<file path="config.mk">
export PLATFORM = sky130hd
export DESIGN_NAME = hazard_ctrl
export DESIGN_NICKNAME = d
export VERILOG_FILES = /design/src/rtl/hazard_ctrl.sv
export SDC_FILE = /design/constraint.sdc
export NUM_CORES = 1
export LEC_CHECK = 0
export BUFFER_PORTS_ARGS = -buffer_cell sky130_fd_sc_hd__buf_2
export CAP_MARGIN = 25
export CORE_MARGIN = 2
export CORE_UTILIZATION = 45
export DETAILED_ROUTE_END_ITERATION = 7
export PLACE_DENSITY = 0.85
export RECOVER_POWER = 25
export SETUP_SLACK_MARGIN = 0.2
export SLEW_MARGIN = 40
export SYNTH_ARGS = -nofsm -noshare
export SYNTH_HDL_FRONTEND = slang
export SYNTH_SLANG_ARGS = --single-unit
</file>
<file path="constraint.sdc">
create_clock -name clk -period 1.8 [get_ports clk]
set_input_delay 0.27 -clock clk [delete_from_list [all_inputs] [get_ports clk]]
set_output_delay 0.27 -clock clk [all_outputs]
set_load 0.02 [all_outputs]
</file>
<file path="src/rtl/hazard_ctrl.sv">
// Pipeline hazard controller: stall/bubble, flush, forwarding selects and perf counters.
// Optional macro HAZARD_FWD_EN enables EX/MEM forwarding; undefined, every dependence stalls.
module hazard_ctrl #(
  parameter int unsigned RADDR_W = 5,
  parameter int unsigned CNT_W   = 16
) (
  input  logic               clk,
  input  logic               rst,
  input  logic [RADDR_W-1:0] D_ra,
  input  logic [RADDR_W-1:0] D_rb,
  input  logic               D_use_a,
  input  logic               D_use_b,
  input  logic [RADDR_W-1:0] EX_rd,
  input  logic               EX_we,
  input  logic               EX_ld,
  input  logic [RADDR_W-1:0] MEM_rd,
  input  logic               MEM_we,
  input  logic [RADDR_W-1:0] WB_rd,
  input  logic               WB_we,
  input  logic               EX_taken,
  output logic               F_hold,
  output logic               D_bubble,
  output logic               F_flush,
  output logic               D_flush,
  output logic [1:0]         EX_fwd_a,
  output logic [1:0]         EX_fwd_b,
  output logic [CNT_W-1:0]   stall_cnt,
  output logic [CNT_W-1:0]   flush_cnt
);

  typedef enum logic [1:0] {RUN, STALL, FLUSH} state_e;

  state_e             state_q, state_d;
  logic [CNT_W-1:0]   stall_cnt_q, flush_cnt_q;
  logic               hit_a_ex, hit_b_ex, hit_a_mem, hit_b_mem, hit_a_wb, hit_b_wb;
  logic               masked, stall_req;

`ifdef HAZARD_FWD_EN
  logic [1:0] fwd_a_q, fwd_a_d, fwd_b_q, fwd_b_d;
  logic       quiet;
`else
  logic       unused_ld;
  assign unused_ld = EX_ld;
`endif

  always_comb begin
    hit_a_ex  = D_use_a && EX_we  && (D_ra == EX_rd);
    hit_b_ex  = D_use_b && EX_we  && (D_rb == EX_rd);
    hit_a_mem = D_use_a && MEM_we && (D_ra == MEM_rd);
    hit_b_mem = D_use_b && MEM_we && (D_rb == MEM_rd);
    hit_a_wb  = D_use_a && WB_we  && (D_ra == WB_rd);
    hit_b_wb  = D_use_b && WB_we  && (D_rb == WB_rd);
    // D holds a cleared instruction during FLUSH, so no hazard can exist
    masked    = (state_q == FLUSH);
`ifdef HAZARD_FWD_EN
    stall_req = !masked && (((hit_a_ex || hit_b_ex) && EX_ld) || hit_a_wb || hit_b_wb);
`else
    stall_req = !masked && (hit_a_ex || hit_b_ex || hit_a_mem || hit_b_mem ||
                            hit_a_wb || hit_b_wb);
`endif
    F_flush  = !rst && EX_taken;
    D_flush  = !rst && EX_taken;
    F_hold   = !rst && !EX_taken && stall_req;
    D_bubble = !rst && !EX_taken && stall_req;

    if (EX_taken)       state_d = FLUSH;
    else if (masked)    state_d = RUN;
    else if (stall_req) state_d = STALL;
    else                state_d = RUN;

`ifdef HAZARD_FWD_EN
    quiet   = F_hold || EX_taken || masked;
    fwd_a_d = 2'b00;
    fwd_b_d = 2'b00;
    if (!quiet) begin
      if (hit_a_ex && !EX_ld) fwd_a_d = 2'b01;
      else if (hit_a_mem)     fwd_a_d = 2'b10;
      if (hit_b_ex && !EX_ld) fwd_b_d = 2'b01;
      else if (hit_b_mem)     fwd_b_d = 2'b10;
    end
`endif
  end

  always_ff @(posedge clk) begin
    if (rst) begin
      state_q     <= RUN;
      stall_cnt_q <= '0;
      flush_cnt_q <= '0;
`ifdef HAZARD_FWD_EN
      fwd_a_q     <= '0;
      fwd_b_q     <= '0;
`endif
    end else begin
      state_q <= state_d;
      if (F_hold && (stall_cnt_q != '1))   stall_cnt_q <= stall_cnt_q + 1'b1;
      if (EX_taken && (flush_cnt_q != '1)) flush_cnt_q <= flush_cnt_q + 1'b1;
`ifdef HAZARD_FWD_EN
      fwd_a_q <= fwd_a_d;
      fwd_b_q <= fwd_b_d;
`endif
    end
  end

`ifdef HAZARD_FWD_EN
  assign EX_fwd_a = fwd_a_q;
  assign EX_fwd_b = fwd_b_q;
`else
  assign EX_fwd_a = '0;
  assign EX_fwd_b = '0;
`endif
  assign stall_cnt = stall_cnt_q;
  assign flush_cnt = flush_cnt_q;

endmodule

</file>
== Word level (Yosys, flattened, before mapping) ==
Index checks and enable logic that the tools add are counted.

* Add/sub/neg operators: 2
* Equal/unequal tests: 9
* Divide/modulo/power cells: 0
* Multipliers: 0
* $lt $le $gt $ge: 0
* Multiplexer cells: 3
* Reductions and logical operators: 27
* Shifts and indexed selects: 0
* Bitwise logic cells: 0

{| class="wikitable"
|+ Operators by type and width
! cell !! count
|-
| adder 16 x 1 -> 16 bit (second input constant) || 2
|-
| != test 16 bit (second input constant) || 2
|-
| == test 5 bit || 6
|-
| logical AND 1 bit || 18
|-
| logical OR 1 bit || 5
|-
| logical NOT 1 bit || 3
|-
| OR reduction 3 bit || 1
|-
| == test 2 bit (second input constant) || 1
|-
| two-way mux 1 bit || 2
|-
| two-way mux 2 bit || 1
|}

* Word-level logic and storage cells: 45
* Memories kept: 0
* RAM bits: 0
* Memory bits (read-only): 0
* Register bits after elaboration: 34
* Bits in latches: 0

== Logic depth before layout (Yosys ltp) ==
Gate-level depths: netlist of the first run.

* Word-level depth: 11
* Depth in mapped cells: 9

== Worst setup path after synthesis of the first run ==
No wires, ideal clock.

* Kind: reg2reg
* From: register flush_cnt_q[7] (netlist: flush_cnt[7])
* To: register flush_cnt_q[13] (netlist: flush_cnt[13])
* Setup slack: -274 ps
* Cell stages (with the launch flop): 8
* Buffers on the path: 0
* Arrival: 1947 ps
* Setup time: 128 ps
* Period minus slack after synthesis: 2074 ps
* Path through: dfxtp_1 -> nand2_1 -> or3_1 -> or4_4 -> and2_1 -> nand3_1 -> xor2_1 -> nor2_1

* Word-level cells in the longest chain between the ends: 2
* Elaborated cells between the ends (all ways): 3
* Those cells by class: add/sub (1); eq/ne (1); reduce/logical (1)

{| class="wikitable"
|+ Ends and longest elaborated chain
! item !! line !! source
|-
| start: declaration || 34 || <nowiki>logic [CNT_W-1:0] stall_cnt_q, flush_cnt_q;</nowiki>
|-
| start signal: assignment || 96 || <nowiki>if (EX_taken && (flush_cnt_q != '1)) flush_cnt_q <= flush_cnt_q + 1'b1;</nowiki>
|-
| branches (longest 2 deep; another with adder 16 x 1 -> 16 bit) || - ||
|}

Several ways; the timed one is not identified.
A chain may end at the register's enable or synchronous reset.

== Worst setup path after layout of the first run ==
* From: register flush_cnt_q[7] (netlist: flush_cnt[7])
* To: register flush_cnt_q[1] (netlist: flush_cnt[1])

* Word-level cells in the longest chain between the ends: 2

{| class="wikitable"
|+ Ends and longest elaborated chain
! item !! line
|-
| != test 16 bit || 96
|-
| logical AND 1 bit || 96
|}

No other way between the ends.

==> flow_summary.yaml, run 1 <==
floorplanning:
  num_rows: 24
  io_pins: 74
  core_area_um2: 4350
  die_w_um: 71.2
  initial_utilization_pct: 46.7
  die_h_um: 71.2
  fp.dieArea_um2: 5070
power_and_ir_drop:
  p_sw_share_pct: 26.1
  p_per_area_nw_per_um2: 498
  switchingPower_mw: 0.473
  leakagePower_nw: 1.51
  p_int_mw: 1.34
  finalPower_mw: 1.81
  p_comb_share_pct: 18.1
  clockPowerShare_pct: 40.7
  seq_power_share_pct: 41.2
  ir_drop_mv: 0.401
setup_path:
  cp.arrival_ns: 2.04
  max_stage_delay_ns: 0.48
  cp_cell_sequence: "nand2_4, or3_4, or4_4, nand2_8, mux2i_2, nor2_1"
  crit_path_end_kind: "register"
  crit_family: "simple AND/OR/NAND/NOR gates"
  required_ns: 1.94
  critPathMaxFanout: 8
  criticalPathCategory: "reg -> reg"
  start_kind: "register"
  critical_path_buf_inv_count: 0
  slowest_stage: "or4_4"
finish:
  multi_input_area_um2: 1730
  diodes: 0
  fin_util_pct: 83.6
  final_layout_size_suffix_gt1_share_pct: 61.9
  register_area_um2: 747
  stdcell_count: 427
  area_growth_pct: 79.1
  final.fill_count: 208
  layout_commonest_cell: "buf_2"
  mostFrequentLayoutCells: "49 x buf_2, 48 x buf_4, 25 x buf_6, 23 x xor2_1"
  nNetsFinal: 410
sta:
  fin_crit_ns: 1.91
  fmax_mhz: 524
  layout_setup_ws_ns: -0.109
  setup_viol: 20
  slew_viol_final: 0
  period_share_pct: 106
  rsz0062_at_grt: "yes"
  finClkSkew_ns: 0.00548
  max_slew.worst_pin.slew_ns: 0.837
  hold_viol_final: 0
  slew_headroom_pct: 44.2
  timing.setup.tns_ns: -0.986
grt:
  grt_max_degree: 36
  grtUsageMet3_pct: 7.83
  grt_use_total_pct: 32.5
  grtUsageMet1_pct: 34.5
  grt_pass1_wl_um: 12700
  grt_pass1_vias: 2600
  top_usage_layer: "met2"
  grt_overflow: 0
  grt_antenna_before_repair: 0
  use_met2_pct: 57.5
synth:
  async_flop_share_pct: 0
  netlist_area_um2: 2030
  yosys_warnings: 0
  yosysSeqAreaShare_pct: 33.5
  ys.flop_type: "dfxtp_1"
  syn_avg_cell_area_um2: 8.36
  yosys.area.top_type: "dfxtp_1"
  synth_top_cell_area_share_pct: 33.5
  synth_edf_count: 0
  synthCells: 243
  ys_top_cells_by_area: "dfxtp_1 33%, xor2_1 10%, xnor2_1 7.8%, nand3_1 3.7%, nor2_1 3.5%"
  synth-seq-cells: 34
  yosysUniqueCellTypes: 39
route:
  ant_nets: 0
  vias: 2599
  drc_errors: 0
  drtIter0Drc: 231
  drt-pass1-iter-count: 4
  wirelength_um: 8810
  viasPerCell: 6.09
  drt-wirelength-per-cell_um: 20.6
place:
  placedCellCount: 392
  gp_congestion: 0.863
  hpwl_um: 4260
  io_buffers: 68
cts:
  clkSinkCount: 34
  cts_tree: "built"
  cts-buffers-inserted: 5
  clk_latency_ns: 0.29
  clk_path_buf_depth: 2
  cts_root_buffer: "clkbuf_8"
  clk_pin_slew_ns: 0.06
  cts_hold_buf: 0
  h-tree-depth: 2
min_path:
  hp-class: "in -> reg"
status:
  violations: "setup timing"
  status: "finished with violations"
flow_run:
  cap_violations: 0
worst min-delay path, stage by stage:
cell     delay, ns
buf_2         0.14
buf_4         0.17
nor2b_1       0.14
final timing paths:
kind	startpoint	slack, ns	cells past startpoint	endpoint
setup / recovery	flush_cnt[7]$_SDFFE_PP0P_	-0.11	6	flush_cnt[1]$_SDFFE_PP0P_
hold / removal	EX_taken	0.48	3	state_q[1]$_SDFF_PP0_
setup reg to reg	flush_cnt[7]$_SDFFE_PP0P_	-0.11	6	flush_cnt[1]$_SDFFE_PP0P_
hold reg to reg	stall_cnt[14]$_SDFFE_PP0P_	0.51	2	stall_cnt[14]$_SDFFE_PP0P_
sequential cells by signal, indices dropped and copies added (netlist names):
name       flops
flush_cnt     16
stall_cnt     16
state_q        2
through the flow:
stage          cell area (um^2)  hold WS [ns]  setup WS (ns)
2_1_floorplan              2220         0.398       -0.00305
3_3_place_gp               2820         0.478         -0.241
3_5_place_dp               2820         0.489         -0.341
4_1_cts                    3510         0.448        -0.0427
5_1_grt                    3640         0.492         -0.154
6_report                   3640         0.480         -0.109
power by group through the flow:
stage               registers, mW  clock network, mW  logic [mW]
floorplan                   0.768                  0       0.127
global placement            0.760                  0       0.224
detailed placement          0.761                  0       0.234
CTS                         0.744              0.742       0.301
global route                0.746              0.766       0.345
finish                      0.746              0.737       0.328
cells in the mapped netlist (2+ instances only):
master / instances
dfxtp_1: 34
xor2_1: 24
nor2_1: 19
xnor2_1: 18
nand3_1: 15
a21oi_1: 12
nand2_1: 12
nand4_1: 10
inv_1: 9
nor4_1: 9
or3_1: 8
o31ai_1: 7
or4_1: 7
buf_4: 6
nor2b_1: 6
o21ai_0: 6
nor3_1: 5
and3_1: 4
clkbuf_1: 4
mux2_2: 3
and2_1: 2
buf_2: 2
ha_1: 2
o21ai_2: 2
o311ai_0: 2
o41ai_1: 2
final cells by class:
type | count | share of cell area [%]
Clock buffer | 7 | 2.37
Inverter | 9 | 0.997
Timing Repair Buffer | 133 | 25.9
Clock inverter | 1 | 0.825
Multi-Input combinational cell | 191 | 47.6
Sequential cell | 34 | 20.5
Tap cell | 52 | 1.79
repair_timing:
| item | CTS | global route |
|---|---|---|
| cloned | 1 | 0 |
| setup buffers | 24 | 2 |
| pin swaps | 48 | 26 |
| resized for setup | 85 | 30 |
| endpoints found under the setup margin | 33 | 34 |
cells by family after synthesis:
kind of cell	synth area share, %
and+or+nand+nor	27.3
adders and majority gates	1.23
other	0.185
AOI/OAI and AO/OA	11.8
muxes	2.16
DFF	33.5
buffers and inverters	5.66
xor gates and xnor gates	18.1
metal layers:
layer / vias up / part of all wire [%]
met3: 60 / 7.5
met2: 184 / 52
met1: 1226 / 35
li1: 1129 / -
met4: 0 / 6.1
met5: - / 0
Power figures use the tool's default switching activity.
==> inputs of run 2 (changes only) <==
--- a/config.mk
+++ b/config.mk
@@ -10,6 +10,7 @@
 export CORE_MARGIN = 2
 export CORE_UTILIZATION = 45
 export DETAILED_ROUTE_END_ITERATION = 7
+export GPL_ROUTABILITY_DRIVEN = 0
 export PLACE_DENSITY = 0.85
 export RECOVER_POWER = 25
 export SETUP_SLACK_MARGIN = 0.2
==> constraint.sdc (replaced) <==
create_clock -name clk -period 1.8 [get_ports clk]
set_input_delay 0.36 -clock clk [delete_from_list [all_inputs] [get_ports clk]]
set_output_delay 0.36 -clock clk [all_outputs]
set_load 0.02 [all_outputs]
==> flow_summary.yaml, run 2 (same netlist as run 1, synthesis figures left out) <==
status:
  status: "finished with violations"
  violations: "setup timing"
route:
  vias: 2554
  drt-pass1-iter-count: 4
  wirelength_um: 8320
  drc_errors: 0
  viasPerCell: 5.98
  drtIter0Drc: 188
  drt-wirelength-per-cell_um: 19.5
  ant_nets: 0
sta:
  hold_viol_final: 0
  rsz0062_at_grt: "yes"
  fmax_mhz: 506
  period_share_pct: 110
  fin_crit_ns: 1.97
  layout_setup_ws_ns: -0.175
  setup_viol: 25
  slew_viol_final: 0
  timing.setup.tns_ns: -2.05
  finClkSkew_ns: 0.0128
power_and_ir_drop:
  leakagePower_nw: 1.46
  ir_drop_mv: 0.316
  p_sw_share_pct: 28.1
  p_per_area_nw_per_um2: 495
  seq_power_share_pct: 42.1
  switchingPower_mw: 0.497
  p_int_mw: 1.27
  p_comb_share_pct: 16.8
  clockPowerShare_pct: 41.1
finish:
  fin_area_um2: 3570
  area_growth_pct: 75.9
  mostFrequentLayoutCells: "57 x buf_4, 50 x buf_2, 21 x xor2_1, 16 x nor2_1"
  nNetsFinal: 410
  diodes: 0
  layout_commonest_cell: "buf_4"
  final_layout_size_suffix_gt1_share_pct: 62.4
  stdcell_count: 427
floorplanning:
  core_area_um2: 4350
  fp.dieArea_um2: 5070
  io_pins: 74
  die_w_um: 71.2
  num_rows: 24
  die_h_um: 71.2
  initial_utilization_pct: 46.7
setup_path:
  rrSetupSlack_ns: -0.11
  start_kind: "input port"
  critPathMostFrequentCell: "buf_4"
  criticalPathCategory: "in -> reg"
  critical_path_buf_inv_count: 4
  crit_family: "buffers and inverters"
  slowest_stage: "nor4_1"
  cp_cell_sequence: "buf_4, xor2_1, nor4_1, nand4_1, o21ai_2, buf_4, nor2_4, buf_6, buf_4, o31ai_2, a21oi_1"
  critPathMaxFanout: 10
  max_stage_delay_ns: 0.30
  cp.arrival_ns: 2.15
  required_ns: 1.97
  crit_path_end_kind: "register"
grt:
  grt_antenna_before_repair: 0
  grt_pass1_wl_um: 10900
  grt_max_degree: 36
  grt_overflow: 0
  grt_pass1_vias: 2376
  grt_use_total_pct: 26.9
cts:
  cts-buffers-inserted: 5
  cts_root_buffer: "clkbuf_8"
  clk_latency_ns: 0.30
  h-tree-depth: 2
  cts_tree: "built"
  clk_path_buf_depth: 2
  clk_pin_slew_ns: 0.08
  clkSinkCount: 34
  cts_hold_buf: 0
flow_run:
  cap_violations: 0
place:
  hpwl_um: 4230
  place_area_um2: 2830
  placedCellCount: 400
  io_buffers: 68
min_path:
  hp-class: "reg -> reg"
-- run 2: changes by cell type in the layout (fill, tap and decap cells not counted), moves of 3 or more --
cell / change
o21ai_1: +3
nor3_4: -3
buf_6: -10
nor3_2: +3
o31ai_4: +3
buf_4: +9
o31ai_1: -3
-- run 2: final timing paths --
| path | end | start | cells past startpoint |
|---|---|---|---|
| min | stall_cnt[11]$_SDFFE_PP0P_ | stall_cnt[11]$_SDFFE_PP0P_ | 2 |
| max | stall_cnt[7]$_SDFFE_PP0P_ | D_ra[2] | 11 |
| max reg2reg | flush_cnt[13]$_SDFFE_PP0P_ | flush_cnt[7]$_SDFFE_PP0P_ | 7 |
| min reg2reg | stall_cnt[11]$_SDFFE_PP0P_ | stall_cnt[11]$_SDFFE_PP0P_ | 2 |
-- run 2: metal layers --
layer  routed length [um]  global-route usage (%)  vias up
li1                     -                       -     1138
met1                 3060                    30.2     1234
met2                 4320                    49.3      146
met3                  554                    5.41       36
met4                  386                    10.7        0
met5                    0                       0        -
-- run 2: worst reg2reg max path: stages (launching register included) --
cell and delay (ns):
dfxtp_4 0.36, nand2_2 0.05, or3_4 0.37, or4_4 0.49, and2_4 0.20, nand3_2 0.08
xor2_1 0.17, nor2_1 0.06
-- run 2: power groups by stage --
stage,clock network [mW],registers (mW),logic (mW)
after floorplan,0,0.768,0.124
after global placement,0,0.761,0.220
after detailed placement,0,0.761,0.226
after CTS,0.703,0.744,0.255
after global routing,0.755,0.746,0.317
final,0.727,0.745,0.298
-- run 2: repair_timing --
item                       4_1_cts  5_1_grt
gates cloned                     1        0
pin swaps                       30       27
resized for setup               41       64
buffers inserted                11        7
setup endpoints to repair       31       33
-- run 2: stage by stage --
| step | power (mW) | setup WS, ns | hold WS [ns] | util, % |
|---|---|---|---|---|
| CTS | 1.70 | -0.0997 | 0.494 | 74.1 |
| global route | 1.82 | -0.209 | 0.508 | 82.1 |
| global placement | 0.981 | -0.283 | 0.475 | 65.0 |
| detailed placement | 0.987 | -0.371 | 0.481 | 65.0 |
| floorplan | 0.892 | -0.0473 | 0.488 | - |
| finish | 1.77 | -0.175 | 0.501 | 82.1 |
-- run 2: area by class of cell --
type	count	area [um^2]
repair buffers	133	911
clock buffers	5	68.8
fillers	223	779
flip-flops and latches	34	751
inverters	9	33.8
well taps	52	65.1
clock inverters	3	40.0
multi-input cells	191	1710
==> inputs of run 3 (changes only) <==
--- a/config.mk
+++ b/config.mk
@@ -8,10 +8,11 @@
 export BUFFER_PORTS_ARGS = -buffer_cell sky130_fd_sc_hd__buf_2
 export CAP_MARGIN = 25
 export CORE_MARGIN = 2
-export CORE_UTILIZATION = 45
+export CORE_UTILIZATION = 33
+export CTS_BUF_LIST = sky130_fd_sc_hd__clkbuf_16
 export DETAILED_ROUTE_END_ITERATION = 7
 export GPL_ROUTABILITY_DRIVEN = 0
-export PLACE_DENSITY = 0.85
+export PLACE_DENSITY = 0.67
 export RECOVER_POWER = 25
 export SETUP_SLACK_MARGIN = 0.2
 export SLEW_MARGIN = 40
==> flow_summary.yaml, run 3 (same netlist as run 1, synthesis figures left out) <==
status:
  status: "finished with violations"
  violations: "setup timing"
power_and_ir_drop:
  p_sw_share_pct: 22.3
  p_comb_share_pct: 12.9
  ir_drop_mv: 0.359
  finalPower_mw: 2.05
  seq_power_share_pct: 36.3
  switchingPower_mw: 0.457
  p_int_mw: 1.59
  clockPowerShare_pct: 50.8
  leakagePower_nw: 1.43
  p_per_area_nw_per_um2: 608
grt:
  grt_pass1_wl_um: 9440
  grtUsageMet1_pct: 22.5
  grt_pass1_vias: 2132
  grt_antenna_before_repair: 0
  grt_overflow: 0
  grt_max_degree: 36
  grt_use_total_pct: 17.8
  top_usage_layer: "met2"
  grtUsageMet3_pct: 3.80
  use_met2_pct: 29.9
cts:
  cts_root_buffer: "clkbuf_16"
  cts_tree: "built"
  h-tree-depth: 2
  cts-buffers-inserted: 5
  cts_hold_buf: 0
  clkSinkCount: 34
  clk_pin_slew_ns: 0.06
  clk_path_buf_depth: 2
  clk_latency_ns: 0.27
finish:
  nNetsFinal: 402
  diodes: 0
  final_layout_size_suffix_gt1_share_pct: 54.2
  layout_commonest_cell: "buf_2"
  fin_util_pct: 56.9
  area_growth_pct: 65.8
  fin_area_um2: 3370
  mostFrequentLayoutCells: "60 x buf_2, 48 x buf_4, 24 x xor2_1, 17 x nor2_1, 16 x xnor2_1"
setup_path:
  required_ns: 1.44
  criticalPathCategory: "in -> out"
  r2r_start: "flush_cnt[6]$_SDFFE_PP0P_"
  critPathMaxFanout: 3
  start_kind: "input port"
  cp.arrival_ns: 1.56
  crit_start: "MEM_rd[4]"
  crit_path_end_kind: "primary output"
floorplanning:
  fp.dieArea_um2: 6800
  core_area_um2: 5920
  die_h_um: 82.5
  initial_utilization_pct: 34.3
  num_rows: 28
  io_pins: 74
  die_w_um: 82.5
sta:
  fmax_mhz: 520
  finClkSkew_ns: 0.00504
  slew_headroom_pct: 64.1
  max_slew.worst_pin.slew_ns: 0.537
  hold_viol_final: 0
  rsz0062_at_grt: "yes"
  setup_viol: 21
  slew_viol_final: 0
  layout_setup_ws_ns: -0.124
  period_share_pct: 107
  fin_crit_ns: 1.92
route:
  drt-wirelength-per-cell_um: 13.8
  drc_errors: 0
  drtIter0Drc: 72
  ant_nets: 0
  viasPerCell: 5.13
  drt-pass1-iter-count: 4
  wirelength_um: 6110
  vias: 2269
place:
  io_buffers: 68
  hpwl_um: 4230
  place_area_um2: 2880
min_path:
  hp-start: "EX_taken"
  hp-class: "in -> reg"
flow_run:
  cap_violations: 0
[run 3: per-stage QoR]
step / hold WS, ns / cells / worst slack (ns) / setup TNS (ns)
finish: 0.455 / 442 / -0.124 / -1.13
global route: 0.462 / 442 / -0.220 / -3.63
CTS: 0.448 / 440 / -0.143 / -0.935
detailed placement: 0.484 / 424 / -0.381 / -5.16
global placement: 0.479 / 424 / -0.321 / -4.39
floorplan: 0.488 / 246 / -0.0473 / -0.257
[run 3: repair_timing]
action                                  4_1_cts  5_1_grt
pin swaps                                    21       14
resized for setup                            31       21
buffers inserted                              8        2
endpoints found under the setup margin       31       35
[run 3: cell type report]
class	count	area, um^2
Fill cell	540	2550
Multi-Input combinational cell	190	1430
Timing Repair Buffer	126	885
Sequential cell	34	747
Clock buffer	6	150
Tap cell	75	93.8
Clock inverter	2	33.8
Inverter	9	33.8
[run 3: worst paths after layout]
path	to	slack (ns)	cells after the start
worst max-delay path	D_bubble	-0.12	8
worst min-delay path	state_q[1]$_SDFF_PP0_	0.45	2
worst max register to register	flush_cnt[9]$_SDFFE_PP0P_	-0.08	8
worst min register to register	stall_cnt[11]$_SDFFE_PP0P_	0.50	2
[run 3: power groups by stage]
| stage | Clock (mW) | Combinational [mW] | Sequential, mW |
|---|---|---|---|
| 2_1_floorplan | 0 | 0.124 | 0.768 |
| 3_3_place_gp | 0 | 0.231 | 0.760 |
| 3_5_place_dp | 0 | 0.236 | 0.760 |
| 4_1_cts | 1.07 | 0.255 | 0.744 |
| 5_1_grt | 1.10 | 0.286 | 0.745 |
| 6_report | 1.04 | 0.264 | 0.744 |
[run 3: per-layer routing]
layer	share of wire (%)	wire, um
met1	44	2660
met2	50	3080
met3	4.2	258
met4	1.8	109
met5	0	0
[run 3: critical path: stages]
cell and delay (ns):
buf_2 0.11, xor2_1 0.16, nor4_1 0.30, nand4_1 0.14
nand4_2 0.17, o21ai_4 0.10, inv_2 0.09, buf_6 0.12
